### src/rtl/oam_dma.sv
// Shared-memory arbiter between the CPU and the sprite OAM DMA engine.
// A CPU write to DMA_REG copies page {page,00..FF} into OAM while stalling the CPU.
module oam_dma #(
  parameter int                ADDR_W  = 16,
  parameter logic [ADDR_W-1:0] DMA_REG = 16'h4014
) (
  input  logic              clk,
  input  logic              reset,
  input  logic [ADDR_W-1:0] cpu_raddr,
  output logic [7:0]        cpu_rdata,
  input  logic              cpu_wen,
  input  logic [ADDR_W-1:0] cpu_waddr,
  input  logic [7:0]        cpu_wdata,
  output logic              cpu_stall,
  output logic [ADDR_W-1:0] mem_raddr,
  input  logic [7:0]        mem_rdata,
  output logic              mem_wen,
  output logic [ADDR_W-1:0] mem_waddr,
  output logic [7:0]        mem_wdata,
  output logic              oam_wen,
  output logic [7:0]        oam_addr,
  output logic [7:0]        oam_wdata,
  output logic              dma_done,
  output logic [2:0]        dbg_state
);

  typedef enum logic [2:0] {
    S_IDLE   = 3'd0,
    S_ALIGN1 = 3'd1,
    S_ALIGN2 = 3'd2,
    S_READ   = 3'd3,
    S_WRITE  = 3'd4
  } state_t;

  state_t            r_state;
  state_t            w_next_state;
  logic [7:0]        r_page;
  logic [7:0]        r_idx;
  logic              r_parity;
  logic              w_trigger;
  logic [ADDR_W-1:0] w_dma_addr;

  assign w_trigger  = (r_state == S_IDLE) && cpu_wen && (cpu_waddr == DMA_REG);
  assign w_dma_addr = ADDR_W'({r_page, r_idx});
  assign cpu_rdata  = mem_rdata;
  assign dbg_state  = r_state;

  always_ff @(posedge clk) begin
    if (reset) begin
      r_state  <= S_IDLE;
      r_page   <= 8'h00;
      r_idx    <= 8'h00;
      r_parity <= 1'b0;
    end else begin
      r_parity <= ~r_parity;
      r_state  <= w_next_state;
      if (w_trigger) begin
        r_page <= cpu_wdata;
        r_idx  <= 8'h00;
      end else if (r_state == S_WRITE) begin
        // 8-bit wrap returns idx to 0 after the last byte
        r_idx <= r_idx + 8'd1;
      end
    end
  end

  always_comb begin
    w_next_state = r_state;
    cpu_stall    = 1'b1;
    mem_raddr    = w_dma_addr;
    mem_wen      = 1'b0;
    mem_waddr    = cpu_waddr;
    mem_wdata    = cpu_wdata;
    oam_wen      = 1'b0;
    oam_addr     = r_idx;
    oam_wdata    = mem_rdata;
    dma_done     = 1'b0;
    case (r_state)
      S_IDLE: begin
        cpu_stall = 1'b0;
        mem_raddr = cpu_raddr;
        mem_wen   = cpu_wen;
        if (w_trigger) w_next_state = S_ALIGN1;
      end
      S_ALIGN1: w_next_state = r_parity ? S_ALIGN2 : S_READ;
      S_ALIGN2: w_next_state = S_READ;
      S_READ:   w_next_state = S_WRITE;
      S_WRITE: begin
        // data requested in READ arrives from mem this cycle
        oam_wen = 1'b1;
        if (r_idx == 8'hFF) begin
          dma_done     = 1'b1;
          w_next_state = S_IDLE;
        end else begin
          w_next_state = S_READ;
        end
      end
      default: w_next_state = S_IDLE;
    endcase
  end

endmodule

### config.mk
export PLATFORM = sky130hd
export DESIGN_NAME = oam_dma
export DESIGN_NICKNAME = d
export VERILOG_FILES = /design/src/rtl/oam_dma.sv
export SDC_FILE = /design/constraint.sdc
export NUM_CORES = 1
export LEC_CHECK = 0
export ABC_AREA = 1
export CAP_MARGIN = 20
export CORE_MARGIN = 5
export CORE_UTILIZATION = 35
export DETAILED_ROUTE_END_ITERATION = 8
export PLACE_DENSITY = 0.92
export SYNTH_ARGS = -nofsm -noshare
export SYNTH_HDL_FRONTEND = slang
export SYNTH_SLANG_ARGS = --single-unit
### constraint.sdc
create_clock -name clk -period 1.8 [get_ports clk]
set_input_delay 0.36 -clock clk [delete_from_list [all_inputs] [get_ports clk]]
set_output_delay 0.36 -clock clk [all_outputs]
set_load 0.005 [all_outputs]
## Word level (Yosys, flattened, before mapping)

Cells that the tools add are included.

- Add/subtract/negate cells: 1
- $mul: 0
- Divide/modulo/power cells: 0
- $lt $le $gt $ge: 0
- Eq/ne operators: 7
- Shift operators: 0
- Muxes and demuxes: 10
- Bitwise operators: 1
- Reduce and logical (&&, ||, !) cells: 4

Operator list:

| kind | count |
|---|---|
| 16-bit by 15-bit == test with 1-bit output, second input constant | 1 |
| 16-bit 2-to-1 mux | 1 |
| 3-bit one-hot mux with 5 select lines | 1 |
| 8-bit by 1-bit adder with 8-bit output, second input constant | 1 |
| 8-bit == test, second input constant | 1 |
| 3-bit by 2-bit == test with 1-bit output, second input constant | 2 |
| 1-bit 2-to-1 mux | 6 |
| 3-bit by 1-bit == test with 1-bit output, second input constant | 1 |
| 3-bit == test, second input constant | 1 |
| 3-bit logical NOT | 1 |
| 3-bit 2-to-1 mux | 1 |
| 1-bit logical AND | 2 |
| 2-bit 2-to-1 mux | 1 |
| 2-bit != test, second input constant | 1 |
| 2-bit OR reduction | 1 |
| 1-bit NOT | 1 |

- Bits in registers: 20
- Bits in latches: 0
- Memory bits (writable): 0
- Memory bits (read-only): 0
- Bits of input ports: 51
- Output and inout bits: 71
- Word-level logic and storage cells: 27
- Memories: 0

## Logic depth before layout (Yosys ltp)

- Depth after elaboration: 5
- Depth in mapped cells: 9
- Mapped depth without buffers: 8

## Worst setup path after synthesis

OpenSTA, ideal clock, no wires.

- Kind: flip-flop to output port
- Start point: register r_state[0] (netlist: dbg_state[0])
- End point: output port mem_raddr[0]
- Arrival time: 1.051 ns
- Data required time: 1.440 ns
- Slack: 0.389 ns
- Cell stages (with the launch flop): 7
- Buffers on the path: 1
- Path through: dfxtp_1 nor2_4 nand2_4 inv_1 clkbuf_1 nand2_1 o21ai_0

- Word-level cells in the longest chain between the ends: 2

RTL lines:

| item | line | RTL |
|---|---|---|
| from (decl) | 35 | `state_t r_state;` |
| from (signal assigned) | 56 | `r_state <= w_next_state;` |
| 3-bit logical NOT | 78 | `case (r_state)` |
| 16-bit 2-to-1 mux | 78 |  |
| to (decl) | 15 | `output logic [ADDR_W-1:0] mem_raddr,` |

Every way passes these cells.

## Final worst setup path

- Start point: register r_state[1] (netlist: dbg_state[1])
- End point: output port cpu_stall

- Word-level cells in the longest chain between the ends: 2

RTL lines:

| item | line | RTL |
|---|---|---|
| 3-bit logical NOT | 78 |  |
| 1-bit 2-to-1 mux | 78 |  |
| to (decl) | 14 | `output logic cpu_stall,` |

Every way passes these cells.

==> summary.txt <==
Synthesis
  • #FFs+latches synth: 20
  • Synth Warn #: 0
  • Mapped Nets: 278
  • Top-area cell type share of the netlist area: 27.8%
  • Gate Count Post-Synth: 226
  • Post-synthesis sequential area ratio: roughly 28%
  • Count of different cell masters after synthesis: 21
  • Mean Syn Cell Area: 6.38 sq um
  • Leading area contributor after synthesis: dfxtp_1
  • Syn Std Cell Area: approximately 1400 sq um
  • Top cells by area, synth: dfxtp_1, buf_4, nand2_1, nor2_1, inv_1

Power and ir drop
  • Leakage: 1.08 nW
  • Total Power: 1.38 mW
  • Max VDD drop: 372 uV
  • Power density cells: 581 nW/um^2

Floorplanning
  • Die height: 74.2 um
  • Core footprint: 4000 sq um
  • Num ports: between 100 and 150
  • Die Wd: 74.2 um
  • Die area: 5500 sq um
  • Starting Density: 36.0%
  • Site row count: 23

Layout
  • Fill count: about 380
  • Area of the multi-input gates: 618 sq um
  • Finished Cell Area: 2370 sq um
  • Final std cells w/o fill: 353
  • Reg area: 405 sq um
  • Synth-to-Final Area Change: 64.2%
  • Layout cells sized above 1: 13.2%
  • # nets final: 356
  • Diodes inserted: 0

Setup path
  • CP startpoint kind: register
  • Worst Path Buf+Inv: 2
  • Worst r2r src: dbg_state[1]
  • Cell breakdown of the critical path: nor2_4, nand2_4, buf_6, clkdlybuf4s50_1
  • Critical path depth in cells: 4
  • Worst Setup SP: dbg_state[1]
  • Crit path max-delay cell type: clkdlybuf4s50_1
  • CP max stage delay: 0.44 ns
  • Crit-path max FO: 5
  • CP Class: reg -> out
  • Worst Reg-to-Reg Cells: 7
  • CP Capture Type: primary output
  • WP data arrival: approximately 1.4 ns
  • CP top delay family: buffers and inverters
  • Critical Path RT: about 1.4 ns

STA
  • Max frequency: 578 MHz
  • Final WS setup: roughly 0.07 ns
  • Min Tclk post-route: 1.73 ns
  • Final Setup Violations: 0
  • Slew Limit Fails: 0
  • Worst Tran Pin Value: 0.366 ns
  • RSZ-0062 raised after global routing: true
  • Final hold violations: 0
  • Crit share post-route: 96.1%
  • Relative slew slack: about three quarters
  • Clock Skews: about 0.0067 ns
  • Hold WS: 0.413 ns

Place
  • Final Wtd Congestion: slightly below 0.8
  • Placement Cell Area: 2320 sq um
  • Port buffer count: 97
  • Place WS: -0.0645 ns
  • Cells after DPL: 348
  • Hpwl dp: 3440 um

GRT
  • Tot GR Track Use: 15.2%
  • Initial antenna violation count: 0
  • GRT Residual Overflow: 0
  • Vias in the first global route: 1536
  • Largest net degree at the start of global routing: 18
  • First-pass GRT wire length: between 6000 and 7000 um

Clock tree
  • # clock sinks: 20
  • Clk Latency, worst-skew pair: 0.26 ns
  • # H-tree levels: 1
  • TritonCTS clock tree: yes
  • Maximum root-to-sink buffer count: 2
  • Root Buffer: clkbuf_8
  • Reg clk slew, reported paths: 0.08 ns
  • Post-CTS Hold Buffers: 0
  • CTS Buf Count: 3

Route
  • WL/cell: 11.6 um
  • Iteration-0 DRC Markers: 41
  • WL final: slightly above 4000 um
  • Via-per-instance ratio: 4.36
  • DR vias: between 1500 and 2000
  • 1st-pass router iterations: 4
  • DRC: 0
  • DRT antenna net count: 0

Worst hold path
  • Worst hold stages: 1
  • Hold Crit Class: reg -> reg
  • Hold Path Origin: r_parity

Outcome
  • Status: finished, final reports clean

Flow run
  • MaxCap Viol Count: 0
## where the power goes
part | total [mW] | internal [mW] | leakage [nW] | switching, mW
registers | 0.460 | 0.452 | 0.163 | 0.00743
clock network | 0.344 | 0.195 | 0.0288 | 0.150
logic | 0.571 | 0.343 | 0.889 | 0.228
total | 1.38 | 0.991 | 1.08 | 0.385
## through the flow
step	setup TNS [ns]	utilization, %
4_1_cts	0	59.1
5_1_grt	-0.00558	59.2
6_report	0	59.2
3_3_place_gp	-0.116	58.0
2_1_floorplan	0	-
3_5_place_dp	-0.315	58.0
## path summary, 6_finish.rpt
path | to | slack (ns)
worst max-delay path | cpu_stall | 0.07
worst min-delay path | r_parity | 0.41
worst max register to register | oam_addr[5] | 0.40
worst min register to register | r_parity | 0.41
## per-layer routing
layer	vias up	global-route usage [%]	part of all wire (%)
met5	-	0	0
met1	675	15.8	37
li1	800	-	-
met4	0	4.43	1.2
met3	6	4.86	9.1
met2	57	28.9	53
## logic make-up after synthesis
kind of cell    Yosys count  share of synthesized area [%]
xor+xnor                  4                           2.43
buf+inv                  71                           29.5
flops                    20                           27.8
fa+ha+maj                 1                          0.868
simple gates            110                           32.5
compound gates           20                           6.94
## cell type report
type,instances,share of cell area (%)
inverters,27,4.39
well taps,50,2.64
clock buffers,4,2.33
flip-flops and latches,20,17.1
repair buffers,117,47.4
multi-input cells,135,26.1
## placed cells by master, fill, tap and decap left out, drive strengths merged, types with 2 or more instances in the layout
master | netlist | routed
clkdlybuf4s50 | 0 | 78
nand2 | 63 | 63
nor2 | 38 | 38
inv | 26 | 26
dfxtp | 20 | 20
buf | 42 | 20
o21ai | 14 | 14
dlygate4sd2 | 0 | 13
clkbuf | 2 | 7
a21oi | 6 | 6
nand3 | 6 | 6
xor2 | 4 | 4
clkdlybuf4s15 | 0 | 3
nor3 | 2 | 2
## flip-flops by register name, summed over array words and instances, names as in the netlist
name       cells
oam_addr       8
dbg_state      3
r_page         8
r_parity       1
## repair_timing
item	4_1_cts	5_1_grt
gates resized for setup	24	13
setup endpoints to repair	19	7
buffers inserted	1	0
pin swaps	1	1
## synth_stat cells
master / number
clkinv_1: 1
o21ai_0: 14
nor2_4: 2
nor2_2: 1
nand3_1: 5
xor2_1: 4
nand4_1: 1
nand2_4: 1
buf_6: 1
ha_1: 1
nor2_1: 35
dfxtp_1: 20
clkbuf_1: 2
nor3_1: 2
nand2_2: 2
buf_4: 40
inv_1: 26
a21oi_1: 6
nand2_1: 60
buf_2: 1
nand3_4: 1
Note: power is estimated with default switching activity, not from simulation.
